## src/rtl/mem_stage_lsu.sv

```systemverilog
// mem_stage_lsu: memory-stage load/store unit.
// Issues one request/acknowledge transaction per M-stage access and holds
// the pipeline with miss until the access completes. Load data is extracted
// from the returned word and sign/zero-extended into rdata_M.
//
// Ports:
//   clk, rst              clock, asynchronous active-high reset
//   memread_M, memwrite_M M-stage load / store valid
//   load_store_M          access type (lb,lbu,lh,lhu,lw,sb,sh,sw)
//   addr_M, wdata_M       byte address and store data
//   mem_req/we/addr/wstrb/wdata   registered memory request
//   mem_ack, mem_rdata    one-cycle completion and read word
//   miss                  stall request (combinational)
//   misalign              misaligned-access flag (combinational, IDLE only)
//   rdata_M               formatted load result (registered)
module mem_stage_lsu #(
  parameter int DATA_WIDTH = 32,
  parameter int ADDR_WIDTH = 32
) (
  input  logic                  clk,
  input  logic                  rst,
  input  logic                  memread_M,
  input  logic                  memwrite_M,
  input  logic [2:0]            load_store_M,
  input  logic [ADDR_WIDTH-1:0] addr_M,
  input  logic [DATA_WIDTH-1:0] wdata_M,
  output logic                  mem_req,
  output logic                  mem_we,
  output logic [ADDR_WIDTH-1:0] mem_addr,
  output logic [3:0]            mem_wstrb,
  output logic [DATA_WIDTH-1:0] mem_wdata,
  input  logic                  mem_ack,
  input  logic [DATA_WIDTH-1:0] mem_rdata,
  output logic                  miss,
  output logic                  misalign,
  output logic [DATA_WIDTH-1:0] rdata_M
);

  typedef enum logic [1:0] {
    ST_IDLE = 2'd0,
    ST_WAIT = 2'd1,
    ST_DONE = 2'd2
  } state_t;

  state_t                state_q, state_d;
  logic                  req_q, req_d;
  logic                  we_q, we_d;
  logic [ADDR_WIDTH-1:0] addr_q, addr_d;
  logic [3:0]            wstrb_q, wstrb_d;
  logic [DATA_WIDTH-1:0] wdata_q, wdata_d;
  logic [DATA_WIDTH-1:0] rdata_q, rdata_d;
  logic [2:0]            fmt_q, fmt_d;   // load format code of the access in flight
  logic [1:0]            off_q, off_d;   // byte offset of the access in flight

  logic                  access_s;
  logic                  is_store_s;
  logic                  misaligned_s;
  logic [3:0]            lane_strb_s;
  logic [DATA_WIDTH-1:0] lane_wdata_s;

  // Extract and extend the addressed byte/half; anything not lb/lbu/lh/lhu is a word.
  function automatic logic [DATA_WIDTH-1:0] fmt_load(input logic [2:0] fmt,
                                                     input logic [1:0] off,
                                                     input logic [DATA_WIDTH-1:0] word);
    logic [7:0]  b;
    logic [15:0] h;
    b = word[{off, 3'b000} +: 8];
    h = off[1] ? word[31:16] : word[15:0];
    case (fmt)
      3'b000:  fmt_load = {{24{b[7]}}, b};
      3'b001:  fmt_load = {24'h00_0000, b};
      3'b010:  fmt_load = {{16{h[15]}}, h};
      3'b011:  fmt_load = {16'h0000, h};
      default: fmt_load = word;
    endcase
  endfunction

  assign access_s   = memread_M | memwrite_M;
  assign is_store_s = memwrite_M & load_store_M[2] & (load_store_M[1:0] != 2'b00);

  // Alignment check by access code (applies to reads issued with store codes too).
  always_comb begin
    misaligned_s = 1'b0;
    case (load_store_M)
      3'b010, 3'b011, 3'b110: misaligned_s = addr_M[0];
      3'b100, 3'b111:         misaligned_s = (addr_M[1:0] != 2'b00);
      default:                misaligned_s = 1'b0;
    endcase
  end

  // Store byte lanes and replicated data; reads carry no strobes.
  always_comb begin
    lane_strb_s  = 4'b0000;
    lane_wdata_s = {DATA_WIDTH{1'b0}};
    if (is_store_s) begin
      case (load_store_M[1:0])
        2'b01: begin
          lane_strb_s  = 4'b0001 << addr_M[1:0];
          lane_wdata_s = {4{wdata_M[7:0]}};
        end
        2'b10: begin
          lane_strb_s  = addr_M[1] ? 4'b1100 : 4'b0011;
          lane_wdata_s = {2{wdata_M[15:0]}};
        end
        default: begin
          lane_strb_s  = 4'b1111;
          lane_wdata_s = wdata_M;
        end
      endcase
    end else begin
      lane_strb_s  = 4'b0000;
      lane_wdata_s = {DATA_WIDTH{1'b0}};
    end
  end

  // Next-state and stall logic of the request FSM.
  always_comb begin
    state_d = state_q;
    req_d   = req_q;
    we_d    = we_q;
    addr_d  = addr_q;
    wstrb_d = wstrb_q;
    wdata_d = wdata_q;
    rdata_d = rdata_q;
    fmt_d   = fmt_q;
    off_d   = off_q;
    miss    = 1'b0;
    case (state_q)
      ST_IDLE: begin
        if (access_s & ~misaligned_s) begin
          miss    = 1'b1;
          state_d = ST_WAIT;
          req_d   = 1'b1;
          we_d    = is_store_s;
          addr_d  = {addr_M[ADDR_WIDTH-1:2], 2'b00};
          wstrb_d = lane_strb_s;
          wdata_d = lane_wdata_s;
          // A read issued with a store code is formatted as a full word.
          fmt_d   = load_store_M[2] ? 3'b100 : load_store_M;
          off_d   = addr_M[1:0];
        end else begin
          state_d = ST_IDLE;
        end
      end
      ST_WAIT: begin
        miss = 1'b1;
        if (mem_ack) begin
          req_d   = 1'b0;
          state_d = ST_DONE;
          if (!we_q) begin
            rdata_d = fmt_load(fmt_q, off_q, mem_rdata);
          end else begin
            rdata_d = rdata_q;
          end
        end else begin
          state_d = ST_WAIT;
        end
      end
      ST_DONE: begin
        state_d = ST_IDLE;
      end
      default: begin
        state_d = ST_IDLE;
        req_d   = 1'b0;
      end
    endcase
  end

  // State and request register bank.
  always_ff @(posedge clk or posedge rst) begin
    if (rst) begin
      state_q <= ST_IDLE;
      req_q   <= 1'b0;
      we_q    <= 1'b0;
      addr_q  <= {ADDR_WIDTH{1'b0}};
      wstrb_q <= 4'b0000;
      wdata_q <= {DATA_WIDTH{1'b0}};
      rdata_q <= {DATA_WIDTH{1'b0}};
      fmt_q   <= 3'b000;
      off_q   <= 2'b00;
    end else begin
      state_q <= state_d;
      req_q   <= req_d;
      we_q    <= we_d;
      addr_q  <= addr_d;
      wstrb_q <= wstrb_d;
      wdata_q <= wdata_d;
      rdata_q <= rdata_d;
      fmt_q   <= fmt_d;
      off_q   <= off_d;
    end
  end

  assign misalign  = (state_q == ST_IDLE) & access_s & misaligned_s;
  assign mem_req   = req_q;
  assign mem_we    = we_q;
  assign mem_addr  = addr_q;
  assign mem_wstrb = wstrb_q;
  assign mem_wdata = wdata_q;
  assign rdata_M   = rdata_q;

endmodule

```

## config.mk

```make
export PLATFORM = sky130hd
export DESIGN_NAME = mem_stage_lsu
export DESIGN_NICKNAME = d
export VERILOG_FILES = /design/src/rtl/mem_stage_lsu.sv
export SDC_FILE = /design/constraint.sdc
export NUM_CORES = 1
export LEC_CHECK = 0
export ABC_AREA = 1
export CAP_MARGIN = 20
export CORE_ASPECT_RATIO = 0.7
export CORE_MARGIN = 8
export CORE_UTILIZATION = 45
export CTS_BUF_LIST = sky130_fd_sc_hd__clkbuf_8
export CTS_CLUSTER_SIZE = 24
export DETAILED_ROUTE_END_ITERATION = 10
export DONT_BUFFER_PORTS = 1
export GPL_TIMING_DRIVEN = 0
export HOLD_SLACK_MARGIN = 0.03
export SLEW_MARGIN = 5
export SYNTH_ARGS = -nofsm -noshare
export SYNTH_HDL_FRONTEND = slang
export SYNTH_SLANG_ARGS = --single-unit
```

## constraint.sdc

```tcl
create_clock -name clk -period 3.4 [get_ports clk]
set_input_delay 0.34 -clock clk [delete_from_list [all_inputs] [get_ports clk]]
set_output_delay 0.34 -clock clk [all_outputs]
set_load 0.01 [all_outputs]
```

Yosys cells after proc, flatten, opt, wreduce, memory -nomap -nowiden
Cells that the tools add are included.
{ "totals": {"reg_bits": 107, "input_bits": 104, "elab_cells": 60} }
{ "op_classes": {"n_mux": 17, "n_reduce_logical": 9, "shifts": 2, "eq_ne": 14, "n_bitwise": 9} }
{ "ops": {"columns": ["op", "count"], "rows": [
  ["$pmux W32 S4", 1],
  ["$pmux W32 S2", 1],
  ["$mux W32", 1],
  ["$shiftx A32 B6 Y8", 1],
  ["$mux W16", 1],
  ["$eq A3 B2 Y1 const B", 4],
  ["$eq A3 B3 Y1 const B", 3],
  ["$mux W4", 2],
  ["$pmux W4 S2", 1],
  ["$reduce_and A3 Y1", 2],
  ["$and A1 B1 Y1", 5],
  ["$eq A2 B1 Y1 const B", 2],
  ["$eq A2 B2 Y1 const B", 2],
  ["$mux W1", 4],
  ["$ne A2 B2 Y1 const B", 2],
  ["$pmux W1 S2", 2],
  ["$pmux W2 S2", 1],
  ["$reduce_bool A2 Y1", 2],
  ["$shl A1 B2 Y4 const A", 1],
  ["$eq A3 B1 Y1 const B", 1],
  ["$logic_not A3 Y1", 1],
  ["$mux W3", 1],
  ["$not A1 Y1", 3],
  ["$pmux W1 S3", 1],
  ["other kinds (6)", 6]
]} }

Logic depth before layout (Yosys ltp)
{ "depth": {"depth_word": 7, "mapped_depth": 11, "mapped_depth_nobuf": 9} }

Worst setup path after synthesis
Ideal clock, no wire load.
{ "synth_timing": {"path_type": "input-to-output", "start": "input port load_store_M[0]", "end": "output port miss", "stages": 10, "setup_slack_ps": 1698, "t_arrival_ps": 1362, "t_required_ps": 3060, "n_path_buf": 3, "cell_sequence": "inv_1 ha_1 buf_4 nand2_1 nand2_1 nand2_2 nand3_2 buf_6 buf_8 nand2_1"} }
{ "synth_via": {"elab_chain_cells": 7, "elab_cells_between_ends": 12} }
{ "synth_lines": {"columns": ["item", "line", "text"], "rows": [
  ["from (decl)", "24", "input logic [2:0] load_store_M,"],
  ["$eq A3 B2 Y1 or $eq A3 B3 Y1 (tied branches)", "84", "case (load_store_M)"],
  ["$reduce_or A3 Y1 or $reduce_or A2 Y1 (tied branches)", "84", null],
  ["$pmux W1 S2 *", "84", null],
  ["$not A1 Y1 *", "130", "if (access_s & ~misaligned_s) begin"],
  ["$and A1 B1 Y1 *", "130", null],
  ["$mux W1 *", "130", null],
  ["$pmux W1 S2 *", "128", "case (state_q)"],
  ["to (decl)", "34", "output logic miss,"]
]} }
Every way passes the cells marked *; elsewhere a longest branch is shown, timed or not.

Worst setup path after layout
{ "layout_timing": {"start": "register state_q[1]", "end": "output port miss"} }
{ "layout_via": {"elab_chain_cells": 2, "elab_cells_between_ends": 3} }
{ "layout_lines": {"columns": ["item", "line", "text"], "rows": [
  ["from (decl)", "45", "state_t state_q, state_d;"],
  ["from (signal assigned)", "182", "state_q <= state_d;"],
  ["$eq A2 B1 Y1 or $logic_not A2 Y1 (tied branches)", "128", null],
  ["$pmux W1 S2 *", "128", null]
]} }
Marked as above.

==> metrics <==
status=finished, final reports clean; post-synth cell types=30; global-route wire length before repair=25000 um; register bit total from synthesis=107; Power Density=861 mW/mm^2; port bufs=0; clk root buf=sky130_fd_sc_hd__clkbuf_8; residual DRC count=0; Worst Setup Start Kind=flip-flop; max capacitance violation total=0; pin count of the biggest net entering global routing=57; library cell with the highest instance count after synthesis=sky130_fd_sc_hd__nand2_1; family of cells with the greatest summed delay on the critical path=simple AND/OR/NAND/NOR gates; Die Footprint=0.0166 sq mm; series of cell instances along the critical path=inv_1, nand2_1, nor2_1, nand3_2, buf_6, buf_8, nand2_1; H-tree levels=3; average vias per placed instance=5.34; Starting Density=46.1%; routed wire length=16800 um; total congestion overflow after global routing=0; post-synthesis average cell area=8.28 sq um; Synth area leaders=sky130_fd_sc_hd__dfrtp_1 (47%), sky130_fd_sc_hd__nand2_1 (14%), sky130_fd_sc_hd__o21ai_2 (10%); Worst path slowest cell=sky130_fd_sc_hd__dfrtp_1; register clock-pin slew on the reported worst setup and hold paths=0.12 ns; height of the die=110 um; area of combinational cells with multiple inputs=0.00241 sq mm; post-layout min period=1.99 ns; number of rows created at floorplan=34; Placer Congestion=0.861; area of the core=0.0124 sq mm; total clock sinks=107; setup violators final=0; Post-DP Area=0.00594 sq mm; Pleak=3.07 nW; Mapped Area=0.00570 sq mm; endpoint type of the worst setup path=output pin; number of gates on the worst path with buffers counted=7; antenna violations before repair=0; TNS Setup=0 ns; final setup slack of the worst path=1.41 ns; buffers from clock root to sink, at most=2; EDFF count, synth=0; remaining number of nets flagged by the antenna check after routing=0; clock tree from TritonCTS=yes; maximum VDD drop=0.399 mV; Sequential Area=0.00268 sq mm; global routing usage summed across all routing layers=19.6%; worst setup slack for register-to-register paths=1.86 ns; initial detailed-routing violation count=507; Layout Skew=0.00826 ns; asr flop ratio synth=100%; Syn-to-layout area delta=7.85%; maximum fanout along the worst path=10; count of buffering cells on the critical path with inverters included=3; Hold Path Stages=2; cts bufs inserted=9; worst setup slack before clock tree synthesis=1.54 ns; portion of the post-synthesis area used by sequential elements=46.9%; required time worst endpoint=3.06 ns; portion of the clock cycle consumed by the worst path in the final layout=58.7%; final count of hold timing violations=0; total inserted antenna cells=0; dominant cell type by area after synthesis=sky130_fd_sc_hd__dfrtp_1; number of instances in the synthesized netlist=689; most repeated library cell on the critical path=sky130_fd_sc_hd__nand2_1; post-synth top area share=46.9%; number of global-route vias before repair=4415; actual transition at the worst max-transition pin=0.673 ns; number of nets in the final layout=812; ys flop type=sky130_fd_sc_hd__dfrtp_1; number of top-level pins=208; Layout fillers=1197; Register-to-Register Path Depth=7; classification of the worst-slack hold path=in -> reg; worst endpoint data arrival time=1.65 ns; class of the most critical setup path=reg -> out; Ys Warns=0; per-cell routed wire length=19.2 um; most instantiated cells after synthesis=sky130_fd_sc_hd__nand2_1 (216), sky130_fd_sc_hd__dfrtp_1 (107), sky130_fd_sc_hd__inv_1 (75); layout cell share with drive strength beyond 1=20.5%; Via Count=4649; final HPWL from detailed placement=13200 um; final non-filler cell area=0.00615 sq mm; setup repair after global routing missed its margin=no; die outline width=151 um; worst slew margin relative to its limit=55.1%; Max Transition Viols Final=0; Max Fclk=0.501 GHz; clock insertion delay at the later pin of the skew report=0.37 ns; longest individual stage delay on the worst path=0.39 ns; number of search-and-repair iterations in the first detailed-routing pass=5
worst register-to-register path: cells and delay by family (launching register included):
family | cells | cell delay (ns)
AOI/OAI and AO/OA | 1 | 0.20
and+or+nand+nor | 4 | 0.46
DFF | 1 | 0.46
buffers and inverters | 2 | 0.32
cells in the final DEF, fill, tap and decap left out, types with 3 or more instances in the layout:
cell type / instances
sky130_fd_sc_hd__clkbuf_8: 10
sky130_fd_sc_hd__a21oi_1: 33
sky130_fd_sc_hd__dfrtp_1: 107
sky130_fd_sc_hd__o21ai_2: 67
sky130_fd_sc_hd__nand2_2: 4
sky130_fd_sc_hd__inv_2: 3
sky130_fd_sc_hd__nand3_1: 53
sky130_fd_sc_hd__o21ai_1: 7
sky130_fd_sc_hd__or2_1: 4
sky130_fd_sc_hd__nand2_1: 216
sky130_fd_sc_hd__nor2_1: 7
sky130_fd_sc_hd__buf_2: 10
sky130_fd_sc_hd__or2_2: 12
sky130_fd_sc_hd__clkbuf_1: 12
sky130_fd_sc_hd__inv_1: 74
sky130_fd_sc_hd__buf_4: 10
sky130_fd_sc_hd__buf_6: 12
sky130_fd_sc_hd__ha_1: 4
sky130_fd_sc_hd__o211ai_1: 24
sky130_fd_sc_hd__o21ai_0: 15
routing by layer:
| metal | vias to the layer above | GRT usage, % | routed length, um |
|---|---|---|---|
| met5 | - | 0 | 0 |
| met4 | 0 | 3.52 | 138 |
| met3 | 14 | 8.97 | 2150 |
| met2 | 225 | 28.2 | 7150 |
| met1 | 2181 | 26.8 | 7330 |
| li1 | 2229 | - | - |
power by group:
group          internal (W)  switching, W
sequential          0.00178      0.000633
clock              0.000304      0.000491
combinational      0.000780       0.00131
total               0.00287       0.00243
area by class of cell:
cell class                 count  area share [%]
clock buffer                  10            2.24
sequential                   107            43.5
timing repair buffer           3           0.773
tap                          162            3.29
multi-input combinational    458            39.1
inverter                      80            4.96
clock inverter                 6           0.875
buffer                        45            5.21
metrics by stage:
| stage | hold slack [ns] | power, W | util [%] | cells |
|---|---|---|---|---|
| floorplan | 0.432 | 0.00396 | - | 690 |
| global placement | 0.434 | 0.00446 | 47.7 | 852 |
| detailed placement | 0.356 | 0.00454 | 48.0 | 853 |
| CTS | 0.0449 | 0.00534 | 49.7 | 871 |
| global route | 0.0437 | 0.00572 | 49.7 | 871 |
| finish | 0.0692 | 0.00530 | 49.7 | 871 |
logic make-up (layout without fill, tap and decap cells):
| logic type | Yosys count | after routing | synth area share (%) |
|---|---|---|---|
| adder cells (fa/ha/maj) | 4 | 4 | 0.877 |
| AND/OR/NAND/NOR | 304 | 304 | 22.6 |
| buffers and inverters | 125 | 144 | 10.9 |
| flip-flops | 107 | 107 | 46.9 |
| other | 1 | 2 | 0.0657 |
| AO/OA/AOI/OAI | 148 | 148 | 18.6 |
final timing paths:
check                                     startpoint                        to
max in group asynchronous                        rst    rdata_M[1]$_DFFE_PP0P_
worst min register to register  fmt_q[0]$_DFFE_PP0P_      fmt_q[0]$_DFFE_PP0P_
worst max register to register    mem_we$_DFFE_PP0P_   rdata_M[18]$_DFFE_PP0P_
worst min-delay path                         mem_ack      state_q[1]$_DFF_PP0_
worst max-delay path            state_q[1]$_DFF_PP0_                      miss
min in group asynchronous                        rst  mem_addr[12]$_DFFE_PP0P_
flip-flops by register name (all words and copies together), names as in the netlist:
name       cells
state_q        2
mem_wdata     32
fmt_q          3
mem_addr      30
rdata_M       32
mem_req        1
off_q          2
mem_we         1
mem_wstrb      4
timing repair:
item	CTS	global route
gates resized for setup	0	0
setup buffers	0	0
endpoints found under the hold margin	52	0
hold buffers	2	0
Power figures use the tool's default switching activity.
